--- src/rtl/realtank_soc_bus_pkg.sv ---
// Shared AHB encodings for the realtank bus matrix output stages, plus the
// fixed-burst length lookup used by the output arbiters.
package realtank_soc_bus_pkg;

  typedef enum logic [1:0] {
    HTRANS_IDLE   = 2'b00,
    HTRANS_BUSY   = 2'b01,
    HTRANS_NONSEQ = 2'b10,
    HTRANS_SEQ    = 2'b11
  } htrans_e;

  typedef enum logic [2:0] {
    HBURST_SINGLE = 3'd0,
    HBURST_INCR   = 3'd1,
    HBURST_WRAP4  = 3'd2,
    HBURST_INCR4  = 3'd3,
    HBURST_WRAP8  = 3'd4,
    HBURST_INCR8  = 3'd5,
    HBURST_WRAP16 = 3'd6,
    HBURST_INCR16 = 3'd7
  } hburst_e;

  localparam int REMAIN_W = 4;

  // Beats still owed after the NONSEQ of a fixed-length burst; undefined
  // INCR and SINGLE return 0 because they are held by HTRANS alone.
  function automatic logic [REMAIN_W-1:0] burst_remain_f(input logic [2:0] hburst);
    logic [REMAIN_W-1:0] remain;
    remain = '0;
    case (hburst)
      HBURST_WRAP4,  HBURST_INCR4:  remain = REMAIN_W'(3);
      HBURST_WRAP8,  HBURST_INCR8:  remain = REMAIN_W'(7);
      HBURST_WRAP16, HBURST_INCR16: remain = REMAIN_W'(15);
      default:                      remain = '0;
    endcase
    return remain;
  endfunction

endpackage

--- src/rtl/realtank_soc_bus_rr_pick.sv ---
// Combinational round-robin picker: the first requester found scanning
// upward from rr_last+1 (wrapping) wins; rr_last itself is checked last.
module realtank_soc_bus_rr_pick #(
  parameter int NUM_PORTS = 3,
  parameter int PORT_W    = 2
) (
  input  logic [NUM_PORTS-1:0] req,
  input  logic [PORT_W-1:0]    rr_last,
  output logic [PORT_W-1:0]    winner,
  output logic                 any
);

  int                idx_i;
  logic [PORT_W-1:0] idx;

  // Scan from lowest to highest priority so the highest-priority hit is the
  // last assignment to stick.
  always_comb begin
    winner = '0;
    any    = 1'b0;
    idx_i  = 0;
    idx    = '0;
    for (int k = NUM_PORTS; k >= 1; k--) begin
      idx_i = (int'(rr_last) + k) % NUM_PORTS;
      idx   = idx_i[PORT_W-1:0];
      if (req[idx]) begin
        winner = idx;
        any    = 1'b1;
      end
    end
  end

endmodule

--- src/rtl/realtank_soc_bus_out_arb.sv ---
// MI0 output-stage arbiter: registered round-robin grant among the input
// stages, held across fixed bursts, undefined INCR bursts and locked sequences.
module realtank_soc_bus_out_arb
  import realtank_soc_bus_pkg::*;
#(
  parameter int NUM_PORTS = 3,
  parameter int PORT_W    = 2
) (
  input  logic                     HCLK,
  input  logic                     HRESETn,
  input  logic                     HREADYM,
  input  logic [NUM_PORTS-1:0]     sel_op,
  input  logic [2*NUM_PORTS-1:0]   trans_op,
  input  logic [3*NUM_PORTS-1:0]   burst_op,
  input  logic [NUM_PORTS-1:0]     mastlock_op,
  input  logic [NUM_PORTS-1:0]     held_tran_op,
  output logic [PORT_W-1:0]        addr_in_port,
  output logic                     no_port,
  output logic [PORT_W-1:0]        data_in_port,
  output logic                     data_in_valid,
  output logic [NUM_PORTS-1:0]     active_op
);

  logic [PORT_W-1:0]   addr_in_port_q,  addr_in_port_d;
  logic                no_port_q,       no_port_d;
  logic [PORT_W-1:0]   data_in_port_q,  data_in_port_d;
  logic                data_in_valid_q, data_in_valid_d;
  logic [REMAIN_W-1:0] burst_remain_q,  burst_remain_d;
  logic                lock_hold_q,     lock_hold_d;
  logic [PORT_W-1:0]   rr_last_q,       rr_last_d;

  logic [NUM_PORTS-1:0] req;
  logic [1:0]           owner_trans;
  logic [2:0]           owner_burst;
  logic                 owner_lock;
  logic                 arb_ok;
  logic [PORT_W-1:0]    pick_winner;
  logic                 pick_any;

  // Owner fields read as IDLE/unlocked when nobody holds MI0, so an empty
  // port never blocks arbitration or sets the lock.
  always_comb begin
    req         = '0;
    owner_trans = HTRANS_IDLE;
    owner_burst = HBURST_SINGLE;
    owner_lock  = 1'b0;
    for (int i = 0; i < NUM_PORTS; i++) begin
      req[i] = sel_op[i] & (trans_op[2*i+1] | held_tran_op[i]);
      if (!no_port_q && (addr_in_port_q == PORT_W'(i))) begin
        owner_trans = trans_op[2*i +: 2];
        owner_burst = burst_op[3*i +: 3];
        owner_lock  = mastlock_op[i];
      end
    end
  end

  assign arb_ok = HREADYM & ~lock_hold_q & (burst_remain_q == '0) &
                  (owner_trans != HTRANS_SEQ) & (owner_trans != HTRANS_BUSY);

  realtank_soc_bus_rr_pick #(
    .NUM_PORTS (NUM_PORTS),
    .PORT_W    (PORT_W)
  ) u_rr_pick (
    .req     (req),
    .rr_last (rr_last_q),
    .winner  (pick_winner),
    .any     (pick_any)
  );

  // Every state update is gated by HREADYM, so a stalled MI0 freezes the
  // arbiter completely.
  always_comb begin
    addr_in_port_d  = addr_in_port_q;
    no_port_d       = no_port_q;
    data_in_port_d  = data_in_port_q;
    data_in_valid_d = data_in_valid_q;
    burst_remain_d  = burst_remain_q;
    lock_hold_d     = lock_hold_q;
    rr_last_d       = rr_last_q;

    if (HREADYM) begin
      if (arb_ok) begin
        if (pick_any) begin
          addr_in_port_d = pick_winner;
          no_port_d      = 1'b0;
          rr_last_d      = pick_winner;
        end else begin
          no_port_d      = 1'b1;
        end
      end

      // A NONSEQ always restarts the count, which also covers early burst
      // termination by a new burst; IDLE abandons whatever was left.
      case (owner_trans)
        HTRANS_NONSEQ: burst_remain_d = burst_remain_f(owner_burst);
        HTRANS_SEQ: begin
          if (burst_remain_q != '0) begin
            burst_remain_d = burst_remain_q - REMAIN_W'(1);
          end
        end
        HTRANS_IDLE:   burst_remain_d = '0;
        default:       burst_remain_d = burst_remain_q;
      endcase

      lock_hold_d     = owner_lock & (lock_hold_q | owner_trans[1]);
      data_in_port_d  = addr_in_port_q;
      data_in_valid_d = ~no_port_q & owner_trans[1];
    end
  end

  always_ff @(posedge HCLK or negedge HRESETn) begin
    if (!HRESETn) begin
      addr_in_port_q  <= '0;
      no_port_q       <= 1'b1;
      data_in_port_q  <= '0;
      data_in_valid_q <= 1'b0;
      burst_remain_q  <= '0;
      lock_hold_q     <= 1'b0;
      rr_last_q       <= PORT_W'(NUM_PORTS - 1);
    end else begin
      addr_in_port_q  <= addr_in_port_d;
      no_port_q       <= no_port_d;
      data_in_port_q  <= data_in_port_d;
      data_in_valid_q <= data_in_valid_d;
      burst_remain_q  <= burst_remain_d;
      lock_hold_q     <= lock_hold_d;
      rr_last_q       <= rr_last_d;
    end
  end

  always_comb begin
    active_op = '0;
    for (int i = 0; i < NUM_PORTS; i++) begin
      active_op[i] = ~no_port_q & (addr_in_port_q == PORT_W'(i));
    end
  end

  assign addr_in_port  = addr_in_port_q;
  assign no_port       = no_port_q;
  assign data_in_port  = data_in_port_q;
  assign data_in_valid = data_in_valid_q;

endmodule

--- config.mk ---
export PLATFORM = sky130hd
export DESIGN_NAME = realtank_soc_bus_out_arb
export DESIGN_NICKNAME = d
export VERILOG_FILES = /design/src/rtl/realtank_soc_bus_pkg.sv /design/src/rtl/realtank_soc_bus_rr_pick.sv /design/src/rtl/realtank_soc_bus_out_arb.sv
export SDC_FILE = /design/constraint.sdc
export NUM_CORES = 1
export LEC_CHECK = 0
export ABC_CLOCK_PERIOD_IN_PS = 7500
export CAP_MARGIN = 20
export CORE_MARGIN = 5
export CORE_UTILIZATION = 49
export CTS_BUF_LIST = sky130_fd_sc_hd__clkbuf_8
export DETAILED_ROUTE_END_ITERATION = 12
export PLACE_DENSITY = 0.86
export SLEW_MARGIN = 20
export SYNTH_ARGS = -nofsm -noshare
export SYNTH_HDL_FRONTEND = slang
export SYNTH_SLANG_ARGS = --single-unit
--- constraint.sdc ---
create_clock -name HCLK -period 7.5 [get_ports HCLK]
set_input_delay 1.5 -clock HCLK [delete_from_list [all_inputs] [get_ports HCLK]]
set_output_delay 1.5 -clock HCLK [all_outputs]
set_load 0.05 [all_outputs]
== After elaboration in Yosys (flattened, before gate mapping) ==
Index checks and enable logic that the tools add are counted.

* Register bits: 13
* Bits in latches: 0
* Memory bits (writable): 0
* Memory bits (read-only): 0
* Input port bits: 27
* Output and inout bits: 9
* Logic and storage cells: 88
* Memories: 0

* Add/subtract/negate cells: 4
* Multipliers: 0
* Divide/modulo/power cells: 3
* Magnitude comparators: 3
* Equal/unequal tests: 13
* Shift-type cells: 0
* Multiplexer cells: 25
* Bitwise gates (word level): 18
* Reductions and logical operators: 15

{| class="wikitable"
|+ Operators by type and width
! cell !! count
|-
| modulo 32 x 3 -> 32 bit (second input constant) || 3
|-
| one-hot mux 4 bit (3 select lines) || 2
|-
| bitwise AND 1 bit || 12
|-
| == test 3 bit (second input constant) || 4
|-
| two-way mux 2 bit || 6
|-
| two-way mux 1 bit || 10
|-
| less-than comparator 2 x 3 -> 1 bit (second input constant) || 3
|-
| two-way mux 3 bit || 3
|-
| adder 2 x 2 -> 3 bit (second input constant) || 2
|-
| binary-select mux 1 bit (select 2 bit) || 3
|-
| == test 2 bit (second input constant) || 3
|-
| == test 3 x 2 -> 1 bit (second input constant) || 2
|-
| AND reduction 3 bit || 2
|-
| OR reduction 2 bit || 3
|-
| logical NOT 2 bit || 2
|-
| logical NOT 4 bit || 1
|-
| two-way mux 4 bit || 1
|-
| inequality test 2 bit (second input constant) || 2
|-
| OR 1 bit || 4
|-
| nonzero test 4 bit || 1
|-
| subtractor 4 x 1 -> 4 bit (second input constant) || 1
|-
| adder 2 x 1 -> 3 bit (second input constant) || 1
|-
| logical AND 1 bit || 3
|-
| nonzero test 3 bit || 1
|-
| 5 further kinds || 6
|}

== Depth between registers and ports, before layout ==
Gate-level depths: netlist of run 1.

* Depth in word-level cells: 9
* Mapped depth: 11
* Mapped depth without buffers: 10

== Cells and area by module ==
A second synthesis of run 1 with hierarchy kept.

* Cell total of the unflattened synthesis: 106
* Area, all modules: 1,014.7 µm²

{| class="wikitable"
|+ By module, submodules not included
! module !! instances !! cells an instance !! area an instance (µm²) !! sequential area each (µm²)
|-
| realtank_soc_bus_out_arb || 1 || 79 || 823.3 || 302.8
|-
| realtank_soc_bus_rr_pick || 1 || 27 || 191.4 || 0.0
|}

== Worst setup path before layout of run 1 ==
OpenSTA, ideal clock, no wires.

* Path kind: input port to flip-flop
* Start: input port trans_op[5]
* End: register burst_remain_q[3]
* Library setup time: 0.110 ns
* Data arrival time: 3.369 ns
* Required time: 7.390 ns
* Setup slack: 4.021 ns
* Stages on the path: 8
* Path buffers: 0
* Path through: mux2_1 a22oi_1 nor2_1 inv_1 ha_1 or2_0 or4_4 o41ai_1

* Longest elaborated chain between the ends: 4
* Elaborated cells between the ends (all ways): 8
* Those cells by class: 3 x eq/ne; 2 x mux; 3 x reduce/logical

{| class="wikitable"
|+ RTL lines
! what !! line !! source
|-
| start, declared || realtank_soc_bus_out_arb.sv:13 || <nowiki>input logic [2*NUM_PORTS-1:0] trans_op,</nowiki>
|-
| two-way mux 2 bit (*) || realtank_soc_bus_out_arb.sv:49 || <nowiki>if (!no_port_q && (addr_in_port_q == PORT_W'(i))) begin</nowiki>
|-
| == test 2 bit / logical NOT 2 bit (equally long branches) || realtank_soc_bus_out_arb.sv:94 || <nowiki>case (owner_trans)</nowiki>
|-
| inequality test 2 bit (no line) / nonzero test 3 bit (equally long branches) || - ||
|-
| AND reduction 3 bit (no line) || - ||
|-
| end signal, assigned || realtank_soc_bus_out_arb.sv:125 || <nowiki>burst_remain_q <= burst_remain_d;</nowiki>
|-
| end, declared || realtank_soc_bus_out_arb.sv:28 || <nowiki>logic [REMAIN_W-1:0] burst_remain_q, burst_remain_d;</nowiki>
|}

Every way passes the cells marked *; elsewhere a longest branch is shown, timed or not.
A chain may end at the register's enable or synchronous reset.

== Worst setup path after layout of run 1 ==
Ends and elaborated chain as after synthesis.

==> summary.md, run 1 <==
| Metric | Value |
|---|---|
| Worst-Skew Late Latency | `0.24 ns` |
| Critical path's largest stage delay | `0.57 ns` |
| Hold Vio Cnt, Final | `0` |
| CP max-delay cell | `or4_4` |
| DRC | `0` |
| Chip width | `56.0 um` |
| Min-delay worst type | `reg2reg` |
| EDFF count, synth | `0` |
| Layout cells sized above 1 | `9.80%` |
| Post-detail-place hpwl | `2.17 mm` |
| Die ar. | `3130 um2` |
| Max cap viols | `0` |
| Setup TNS | `0 ns` |
| Startpoint Class | `primary input` |
| Worst setup EP type | `register` |
| Delay-heaviest family, CP | `simple AND/OR/NAND/NOR gates` |
| ANT cells | `0` |
| Post-synthesis mux area share | `6.17%` |
| Post-Synthesis Cells | `123` |
| Fmax | `258 MHz` |
| CTS tree | `built` |
| Final setup margin | `3.62 ns` |
| Commonest non-fill, non-tap cells in the layout | `clkdlybuf4s50_1 (32), dfrtp_1 (10), inv_1 (9)` |
| Row count | `16` |
| DRT Pass-1 Iters | `4` |
| Port Buffer Count | `32` |
| Initial antenna violation count | `0` |
| Layout area overhead | `36.0%` |
| First-pass GRT wire length | `4.31 mm` |
| Yosys reg bits | `12` |
| RR Endpoint | `burst_remain_q[3]` |
| Worst hold start | `data_in_valid` |
| Buf/Inv on CP | `2` |
| PwrDens | `354 nW/um2` |
| Synth warnings | `0` |
| DR vias | `1072` |
| DRT Wirelength | `2.71 mm` |
| Outcome | `finished, final reports clean` |
| Setup WS pre-CTS | `3.38 ns` |
| Largest net degree at the start of global routing | `15` |
| # hold bufs at CTS | `0` |
| DIE HEIGHT | `56.0 um` |
| Nets | `187` |
| Post-DP Area | `1350 um2` |
| CP Cell Sequence | `clkdlybuf4s50_1, mux2_1, a22oi_1, nor2_1, inv_1, ha_1, or2_0, or4_4, o41ai_1` |
| Post-Layout Cell Count | `180` |
| Final GP Congestion | `0.813` |
| Distinct cell type count after synthesis | `43` |
| Max rail drop VDD | `274 uV` |
| Post-route ant nets | `0` |
| Commonest non-fill, non-tap cell in the layout | `clkdlybuf4s50_1` |
| IO Pins | `36` |
| Worst Hold Endpoint | `data_in_valid` |
| Critical Path Fanout Max | `3` |
| Leakage | `0.568 nW` |
| CTS root buffer | `clkbuf_8` |
| Simple-Gate Fraction of Synth Area | `23.0%` |
| Synth Area in Adders | `7.26%` |
| GRT Residual Overflow | `0` |
| Clock sinks | `12` |
| Post-synthesis compound-gate area fraction | `27.2%` |
| XOR/XNOR Fraction of Synth Area | `0%` |
| Max-slew headroom | `63.5%` |
| Setup CP Type | `in2reg` |
| Min Tclk post-route | `3.88 ns` |
| Cts repair resizes | `0` |
| Critical Path RT | `7.63 ns` |
| CP arrival | `4.00 ns` |
| TritonCTS Buffers | `3` |
| Largest family of logic cells by synthesized area | `compound AO/OA/AOI/OAI gates` |
| Final Setup Violations | `0` |
| Final hold slack | `0.525 ns` |
| Syn nets | `156` |
| Clk_skew | `0.00151 ns` |
| Final std cell area, no fill | `1410 um2` |
| Fraction of registers with async set/reset | `100%` |
| Placed Cells | `176` |
| Reg2Reg Depth | `8` |
| Core Box Area | `1980 um2` |
| Worst r2r src | `addr_in_port[1]` |
| Post-CTS Setup Bufs | `0` |
| Initial Utilization | `52.2%` |
| WL/cell | `15.1 um` |
| Synth Flop Type | `dfrtp_1` |
| Vias in the first global route | `1020` |
| Total track usage | `17.4%` |
| Sequential-to-total area share from yosys stat | `29.3%` |
| Final Cycle Share | `51.7%` |
| Worst-path clk slew | `0.05 ns` |
| Slew Viols, Final | `0` |
| Unrepaired setup endpoints after global routing | `false` |
| DR iter-0 viols | `32` |
| Syn_area_per_cell | `8.41 um2` |
| Hold path depth | `2` |
| H-tree Lvls | `1` |
| Worst-margin pin slew | `0.545 ns` |
| Vias per inst | `5.96` |
| Post-Syn Area | `1030 um2` |
| CTS max path bufs | `2` |
| Reg2Reg Setup Slack | `4.62 ns` |
==> report_power, final <==
part | internal [mW] | switching (mW) | leakage, nW
Combinational | 0.121 | 0.183 | 0.398
Sequential | 0.0914 | 0.0309 | 0.142
Clock | 0.0465 | 0.0248 | 0.0288
==> kinds of logic after synthesis <==
kind of cell	count (synthesis)
adders and majority gates	6
DFF	12
and+or+nand+nor	42
buffers and inverters	16
AOI/OAI and AO/OA	41
muxes	6
==> how the worst max path moves through the flow <==
stage	startpoint	to	depth (start not counted)
3_3_place_gp	trans_op[5]	burst_remain_q[3]	9
4_1_cts	trans_op[5]	burst_remain_q[3]	9
3_5_place_dp	trans_op[5]	burst_remain_q[3]	9
6_report	trans_op[5]	burst_remain_q[3]	9
5_1_grt	trans_op[5]	burst_remain_q[3]	9
2_1_floorplan	trans_op[5]	burst_remain_q[3]	8
==> worst reg2reg max path, cell delays in order, from the launching register on <==
cell and delay (ns):
dfrtp_1 0.63, mux2_1 0.37, a22oi_1 0.18, nor2_1 0.09, inv_1 0.07, ha_1 0.24, or2_0 0.26, or4_4 0.57
o41ai_1 0.34
==> sequential cells by signal, summed over array words and instances (netlist names) <==
register        cells
burst_remain_q      4
lock_hold_q         1
addr_in_port        2
rr_last_q           1
no_port             1
data_in_valid       1
data_in_port        2
==> layer usage <==
| metal | share of wire (%) | global-route usage [%] | vias to the layer above |
|---|---|---|---|
| met5 | 0 | 0 | - |
| met4 | 2.3 | 8.81 | 0 |
| met3 | 9.0 | 4.87 | 9 |
| met2 | 51 | 31.6 | 60 |
| met1 | 37 | 18.0 | 487 |
| li1 | - | - | 516 |
==> layout make-up <==
type	count	area [um2]
Fill cell	152	574
Timing Repair Buffer	32	320
Tap cell	27	33.8
Clock buffer	4	55.1
Sequential cell	12	303
Multi-Input combinational cell	95	658
Inverter	10	37.5
==> through the flow <==
step                      total power [mW]  utilization, %
after floorplan                      0.343               -
after global placement               0.411            68.2
after detailed placement             0.425            68.2
after CTS                            0.498            71.0
after global routing                 0.531            71.0
final                                0.498            71.0
==> synth_stat cells (2+ instances only) <==
cell | instances | area (um2)
nand2_1 | 5 | 18.8
a22oi_1 | 4 | 30.0
o21ai_0 | 5 | 25.0
nor3_1 | 7 | 35.0
nor3b_1 | 2 | 15.0
or4_4 | 2 | 22.5
mux2i_1 | 3 | 30.0
nand2b_1 | 7 | 43.8
a32oi_1 | 3 | 26.3
inv_1 | 9 | 33.8
dfstp_2 | 2 | 52.6
a31oi_1 | 2 | 12.5
a21o_1 | 2 | 15.0
mux2_2 | 2 | 22.5
clkbuf_1 | 2 | 7.51
o22ai_1 | 2 | 12.5
o31ai_1 | 2 | 15.0
ha_1 | 6 | 75.1
a21oi_1 | 6 | 30.0
dfrtp_1 | 10 | 250
nor2_1 | 7 | 26.3
buf_2 | 2 | 10.0
nor2b_1 | 5 | 31.3
o21ai_1 | 6 | 30.0
or2_2 | 2 | 12.5
(Power assumes the default switching activity.)
==> inputs of run 2 (changes only) <==
--- a/config.mk
+++ b/config.mk
@@ -5,13 +5,13 @@
 export SDC_FILE = /design/constraint.sdc
 export NUM_CORES = 1
 export LEC_CHECK = 0
-export ABC_CLOCK_PERIOD_IN_PS = 7500
+export ABC_CLOCK_PERIOD_IN_PS = 3600
 export CAP_MARGIN = 20
 export CORE_MARGIN = 5
-export CORE_UTILIZATION = 49
+export CORE_UTILIZATION = 46
 export CTS_BUF_LIST = sky130_fd_sc_hd__clkbuf_8
 export DETAILED_ROUTE_END_ITERATION = 12
-export PLACE_DENSITY = 0.86
+export PLACE_DENSITY = 0.81
 export SLEW_MARGIN = 20
 export SYNTH_ARGS = -nofsm -noshare
 export SYNTH_HDL_FRONTEND = slang
==> constraint.sdc (replaced) <==
create_clock -name HCLK -period 3.6 [get_ports HCLK]
set_input_delay 0.72 -clock HCLK [delete_from_list [all_inputs] [get_ports HCLK]]
set_output_delay 0.72 -clock HCLK [all_outputs]
set_load 0.05 [all_outputs]
==> summary.md, run 2 (synthesis gave the netlist of run 1 again) <==
| Metric | Value |
|---|---|
| CP Cell Sequence | `clkdlybuf4s50_1, mux2_1, a22oi_1, nor2_1, inv_1, ha_1, or2_0, or4_4, o41ai_1 (unchanged)` |
| Layout area overhead | `36.2% (was 36.0%)` |
| Fmax | `321 MHz` |
| Clock sinks | `12 (unchanged)` |
| Unrepaired setup endpoints after global routing | `false (unchanged)` |
| Multi-input gate area | `658 um2 (unchanged)` |
| WL/cell | `15.1 um (about the same)` |
| Worst-path clk slew | `0.06 ns (was 0.05 ns)` |
| Setup CP Type | `in2reg (unchanged)` |
| CTS tree | `built (unchanged)` |
| CP max-delay cell | `or4_4 (unchanged)` |
| DR vias | `1067 (was 1072)` |
| ANT cells | `0 (unchanged)` |
| Register Area | `303 um2 (unchanged)` |
| Max rail drop VDD | `614 uV (was 274 uV)` |
| Critical path's largest stage delay | `0.57 ns (about the same)` |
| DRC | `0 (unchanged)` |
| Commonest non-fill, non-tap cell in the layout | `clkdlybuf4s50_1 (unchanged)` |
| Hold path depth | `1 (was 2)` |
| Setup TNS | `0 ns (unchanged)` |
| CTS max path bufs | `2 (unchanged)` |
| Hold Vio Cnt, Final | `0 (unchanged)` |
| Core Box Area | `2170 um2 (was 1980 um2)` |
| Leakage | `0.568 nW (unchanged)` |
| Vias per inst | `5.90 (was 5.96)` |
| Worst setup EP type | `register (unchanged)` |
| Critical Path Fanout Max | `3 (unchanged)` |
| DRT Wirelength | `2.74 mm (was 2.71 mm)` |
| Critical Path RT | `3.73 ns (was 7.63 ns)` |
| Worst hold start | `data_in_port[1] (was data_in_valid)` |
| Row count | `17 (was 16)` |
| Max cap viols | `0 (unchanged)` |
| Min Tclk post-route | `3.12 ns` |
| H-tree Lvls | `1 (unchanged)` |
| Post-detail-place hpwl | `2.03 mm (was 2.17 mm)` |
| Commonest non-fill, non-tap cells in the layout | `clkdlybuf4s50_1 (32), dfrtp_1 (10), inv_1 (9) (unchanged)` |
| IO Pins | `36 (unchanged)` |
| Clk_skew | `0.00409 ns (was 0.00151 ns)` |
| GRT Residual Overflow | `0 (unchanged)` |
| Final GP Congestion | `0.798 (was 0.813)` |
| Worst Hold Endpoint | `data_in_port[1] (was data_in_valid)` |
| CTS root buffer | `clkbuf_8 (unchanged)` |
| Die ar. | `3300 um2 (was 3130 um2)` |
| RR Endpoint | `burst_remain_q[3] (unchanged)` |
| DIE HEIGHT | `57.4 um (was 56.0 um)` |
| First-pass GRT wire length | `4.67 mm (was 4.31 mm)` |
| # hold bufs at CTS | `0 (unchanged)` |
| Outcome | `finished, final reports clean (unchanged)` |
| Slew Viols, Final | `0 (unchanged)` |
| Worst-Skew Late Latency | `0.24 ns (about the same)` |
| DR iter-0 viols | `20 (was 32)` |
| Final Setup Violations | `0 (unchanged)` |
| Worst r2r src | `addr_in_port[1] (unchanged)` |
| Worst-margin pin slew | `0.538 ns (was 0.545 ns)` |
| Cts repair resizes | `0 (unchanged)` |
| DRT Pass-1 Iters | `4 (unchanged)` |
| Post-route ant nets | `0 (unchanged)` |
| Delay-heaviest family, CP | `simple AND/OR/NAND/NOR gates (unchanged)` |
| Vias in the first global route | `1055 (was 1020)` |
| Most flops, register | `burst_remain_q (unchanged)` |
| Nets | `187 (unchanged)` |
| Final hold slack | `0.516 ns (was 0.525 ns)` |
| Max reg flops | `4 (unchanged)` |
| Initial Utilization | `47.7% (was 52.2%)` |
| Initial antenna violation count | `0 (unchanged)` |
| Final Cycle Share | `86.6%` |
| CP arrival | `3.25 ns (was 4.00 ns)` |
| Min-delay worst type | `reg2reg (unchanged)` |
| Startpoint Class | `primary input (unchanged)` |
| Fill cell count | `196 (was 152)` |
| Buf/Inv on CP | `2 (unchanged)` |
| Reg2Reg Depth | `8 (unchanged)` |
| Largest net degree at the start of global routing | `15 (unchanged)` |
| PwrDens | `739 nW/um2 (was 354 nW/um2)` |
| Total track usage | `17.8% (was 17.4%)` |
| TritonCTS Buffers | `3 (unchanged)` |
| Layout cells sized above 1 | `9.80% (unchanged)` |
| Chip width | `57.4 um (was 56.0 um)` |
| Post-CTS Setup Bufs | `0 (unchanged)` |
| Port Buffer Count | `32 (unchanged)` |
| Max-slew headroom | `64.1% (was 63.5%)` |
| Reg2Reg Setup Slack | `0.70 ns (was 4.62 ns)` |
-- run 2: report_power, final --
group	switching [mW]	internal [mW]
clock network	0.0509	0.0966
registers	0.0645	0.190
logic	0.383	0.255
-- run 2: area by class of cell --
| cell class | instances | area share (%) |
|---|---|---|
| Inverter | 10 | 2.66 |
| Tap cell | 28 | 2.49 |
| Clock buffer | 4 | 3.91 |
| Multi-Input combinational cell | 95 | 46.7 |
| Timing Repair Buffer | 32 | 22.7 |
| Sequential cell | 12 | 21.5 |
-- run 2: through the flow --
stage / total power, mW / setup WS (ns) / cell area, um2 / utilization [%] / std cells
floorplan: 0.714 / 0.640 / 1030 / - / 123
global placement: 0.855 / 0.335 / 1350 / 62.4 / 177
detailed placement: 0.874 / 0.304 / 1350 / 62.4 / 177
CTS: 1.04 / 0.502 / 1410 / 64.9 / 181
global route: 1.12 / 0.324 / 1410 / 64.9 / 181
finish: 1.04 / 0.482 / 1410 / 64.9 / 181
-- run 2: worst max-delay path by stage --
| stage | endpoint | slack, ns | from | cells past startpoint |
|---|---|---|---|---|
| 2_1_floorplan | burst_remain_q[3] | 0.64 | addr_in_port[1] | 9 |
| 3_3_place_gp | burst_remain_q[3] | 0.33 | trans_op[5] | 9 |
| 3_5_place_dp | burst_remain_q[3] | 0.30 | trans_op[5] | 9 |
| 4_1_cts | burst_remain_q[3] | 0.50 | trans_op[5] | 9 |
| 5_1_grt | burst_remain_q[0] | 0.32 | trans_op[5] | 10 |
| 6_report | burst_remain_q[3] | 0.48 | trans_op[5] | 9 |
-- run 2: routing by layer --
layer | part of all wire, % | GRT usage [%]
met1 | 40 | 20.9
met4 | 1.7 | 6.29
met2 | 50 | 29.8
met3 | 8.2 | 6.11
met5 | 0 | 0
==> inputs of run 3 (changes only) <==
--- a/config.mk
+++ b/config.mk
@@ -5,14 +5,13 @@
 export SDC_FILE = /design/constraint.sdc
 export NUM_CORES = 1
 export LEC_CHECK = 0
-export ABC_CLOCK_PERIOD_IN_PS = 3600
+export ABC_CLOCK_PERIOD_IN_PS = 4050
 export CAP_MARGIN = 20
 export CORE_MARGIN = 5
-export CORE_UTILIZATION = 46
+export CORE_UTILIZATION = 49
 export CTS_BUF_LIST = sky130_fd_sc_hd__clkbuf_8
 export DETAILED_ROUTE_END_ITERATION = 12
-export PLACE_DENSITY = 0.81
-export SLEW_MARGIN = 20
+export PLACE_DENSITY = 0.86
 export SYNTH_ARGS = -nofsm -noshare
 export SYNTH_HDL_FRONTEND = slang
 export SYNTH_SLANG_ARGS = --single-unit
==> constraint.sdc (replaced) <==
create_clock -name HCLK -period 4.05 [get_ports HCLK]
set_input_delay 0.81 -clock HCLK [delete_from_list [all_inputs] [get_ports HCLK]]
set_output_delay 0.81 -clock HCLK [all_outputs]
set_load 0.05 [all_outputs]
==> summary.md, run 3 (synthesis gave the netlist of run 1 again) <==
| Metric | Value |
|---|---|
| IO Pins | `36 (unchanged)` |
| DRT Pass-1 Iters | `4 (unchanged)` |
| Setup CP Type | `in2reg (unchanged)` |
| GR peak layer | `met2 (unchanged)` |
| Power after layout | `0.912 mW (was 1.04 mW)` |
| Reg2Reg Setup Slack | `1.25 ns (was 0.70 ns)` |
| Row count | `16 (was 17)` |
| Commonest non-fill, non-tap cell in the layout | `clkdlybuf4s50_1 (unchanged)` |
| Post-detail-place hpwl | `2.04 mm (was 2.03 mm)` |
| Met2 usage in global routing | `31.8% (was 29.8%)` |
| CTS max path bufs | `2 (unchanged)` |
| Initial antenna violation count | `0 (unchanged)` |
| Clk_skew | `0.00847 ns (was 0.00409 ns)` |
| Max cap viols | `0 (unchanged)` |
| CP max-delay cell | `or4_4 (unchanged)` |
| Met1 usage | `21.0% (was 20.9%)` |
| Reg2Reg Depth | `8 (unchanged)` |
| Post-route ant nets | `0 (unchanged)` |
| Clock sinks | `12 (unchanged)` |
| Placed Cells | `176 (was 177)` |
| RR Endpoint | `burst_remain_q[3] (unchanged)` |
| Multi-input gate area | `658 um2 (unchanged)` |
| Commonest non-fill, non-tap cells in the layout | `clkdlybuf4s50_1 (32), dfrtp_1 (10), inv_1 (9) (unchanged)` |
| GRT Residual Overflow | `0 (unchanged)` |
| Slew Viols, Final | `0 (unchanged)` |
| Layout area overhead | `36.0% (was 36.2%)` |
| Fmax | `322 MHz` |
| Startpoint Class | `primary input (unchanged)` |
| Worst-path clk slew | `0.06 ns (about the same)` |
| Nets | `187 (unchanged)` |
| Post-DP Area | `1350 um2 (about the same)` |
| Max reg flops | `4 (unchanged)` |
| H-tree Lvls | `1 (unchanged)` |
| Leakage | `0.568 nW (unchanged)` |
| Layout cells sized above 1 | `9.80% (unchanged)` |
| TritonCTS Buffers | `3 (unchanged)` |
| DR vias | `1061 (was 1067)` |
| Register Area | `303 um2 (unchanged)` |
| Core Box Area | `1980 um2 (was 2170 um2)` |
| DRT Wirelength | `2.56 mm (was 2.74 mm)` |
| First-pass GRT wire length | `4.66 mm (was 4.67 mm)` |
| Cts repair resizes | `0 (unchanged)` |
| Largest net degree at the start of global routing | `15 (unchanged)` |
| DRC | `0 (unchanged)` |
| CP startpoint | `trans_op[5] (unchanged)` |
| Initial Utilization | `52.2% (was 47.7%)` |
| Critical Path Fanout Max | `3 (unchanged)` |
| CTS root buffer | `clkbuf_8 (unchanged)` |
| Vias in the first global route | `1097 (was 1055)` |
| Total track usage | `17.8% (about the same)` |
| Min Tclk post-route | `3.11 ns` |
| Hold Vio Cnt, Final | `0 (unchanged)` |
| Post-Layout Cell Count | `180 (was 181)` |
| Fill cell count | `146 (was 196)` |
| Min-delay worst type | `reg2reg (unchanged)` |
| Vias per inst | `5.89 (was 5.90)` |
| CTS tree | `built (unchanged)` |
| CP arrival | `3.25 ns (about the same)` |
| DR iter-0 viols | `11 (was 20)` |
| Critical Path RT | `4.19 ns (was 3.73 ns)` |
| Fin util | `71.0% (was 64.9%)` |
| # hold bufs at CTS | `0 (unchanged)` |
| Max-slew headroom | `64.3% (was 64.1%)` |
| Unrepaired setup endpoints after global routing | `false (unchanged)` |
| CP Cell Sequence | `clkdlybuf4s50_1, mux2_1, a22oi_1, nor2_1, inv_1, ha_1, or2_0, or4_4, o41ai_1 (unchanged)` |
| DIE HEIGHT | `56.0 um (was 57.4 um)` |
| Final Setup Violations | `0 (unchanged)` |
| Final Cycle Share | `76.8%` |
| Outcome | `finished, final reports clean (unchanged)` |
| Port Buffer Count | `32 (unchanged)` |
| Worst setup EP type | `register (unchanged)` |
| End of the critical path | `burst_remain_q[3] (unchanged)` |
| Worst r2r src | `addr_in_port[1] (unchanged)` |
| Post-CTS Setup Bufs | `0 (unchanged)` |
| Critical path's largest stage delay | `0.56 ns (was 0.57 ns)` |
| WL/cell | `14.2 um (was 15.1 um)` |
| PwrDens | `648 nW/um2 (was 739 nW/um2)` |
| Met3 usage | `5.34% (was 6.11%)` |
| Final GP Congestion | `0.825 (was 0.798)` |
| Worst-margin pin slew | `0.535 ns (was 0.538 ns)` |
| Max rail drop VDD | `539 uV (was 614 uV)` |
| Worst-Skew Late Latency | `0.24 ns (about the same)` |
| Final std cell area, no fill | `1410 um2 (about the same)` |
| Chip width | `56.0 um (was 57.4 um)` |
| Worst hold start | `data_in_port[1] (unchanged)` |
| Most flops, register | `burst_remain_q (unchanged)` |
| Setup TNS | `0 ns (unchanged)` |
| Die ar. | `3130 um2 (was 3300 um2)` |
| ANT cells | `0 (unchanged)` |
-- run 3: layout make-up --
cell class	instances	area share, %
Clock buffer	4	3.91
Tap cell	27	2.40
Inverter	10	2.67
Sequential cell	12	21.5
Timing Repair Buffer	32	22.8
Multi-Input combinational cell	95	46.8
-- run 3: worst min path at each step --
stage	endpoint	slack [ns]	depth (start not counted)
3_5_place_dp	data_in_port[1]	0.51	1
2_1_floorplan	burst_remain_q[3]	0.49	2
6_report	data_in_port[1]	0.51	1
4_1_cts	data_in_port[1]	0.52	1
3_3_place_gp	data_in_port[0]	0.49	1
5_1_grt	data_in_port[1]	0.56	1
-- run 3: report_power, final --
| group | total (mW) | internal, mW | leakage [nW] | switching, mW |
|---|---|---|---|---|
| sequential | 0.225 | 0.169 | 0.142 | 0.0559 |
| clock | 0.128 | 0.0857 | 0.0288 | 0.0425 |
| combinational | 0.559 | 0.226 | 0.398 | 0.332 |
-- run 3: critical path, delay by kind of cell --
kind                     cells  cell delay (ns)
buffers and inverters        2             0.50
AND/OR/NAND/NOR              3             0.91
adder cells (fa/ha/maj)      1             0.24
multiplexers                 1             0.30
AO/OA/AOI/OAI                2             0.48
-- run 3: layer usage --
metal,vias to the layer above,part of all wire (%)
li1,514,-
met1,505,40
met2,40,52
met3,2,7.1
met4,0,0.31
met5,-,0
-- run 3: stage by stage --
step | hold WS, ns | worst slack [ns]
4_1_cts | 0.521 | 0.934
3_3_place_gp | 0.493 | 0.722
5_1_grt | 0.562 | 0.791
3_5_place_dp | 0.507 | 0.687
6_report | 0.515 | 0.941
2_1_floorplan | 0.493 | 1.09
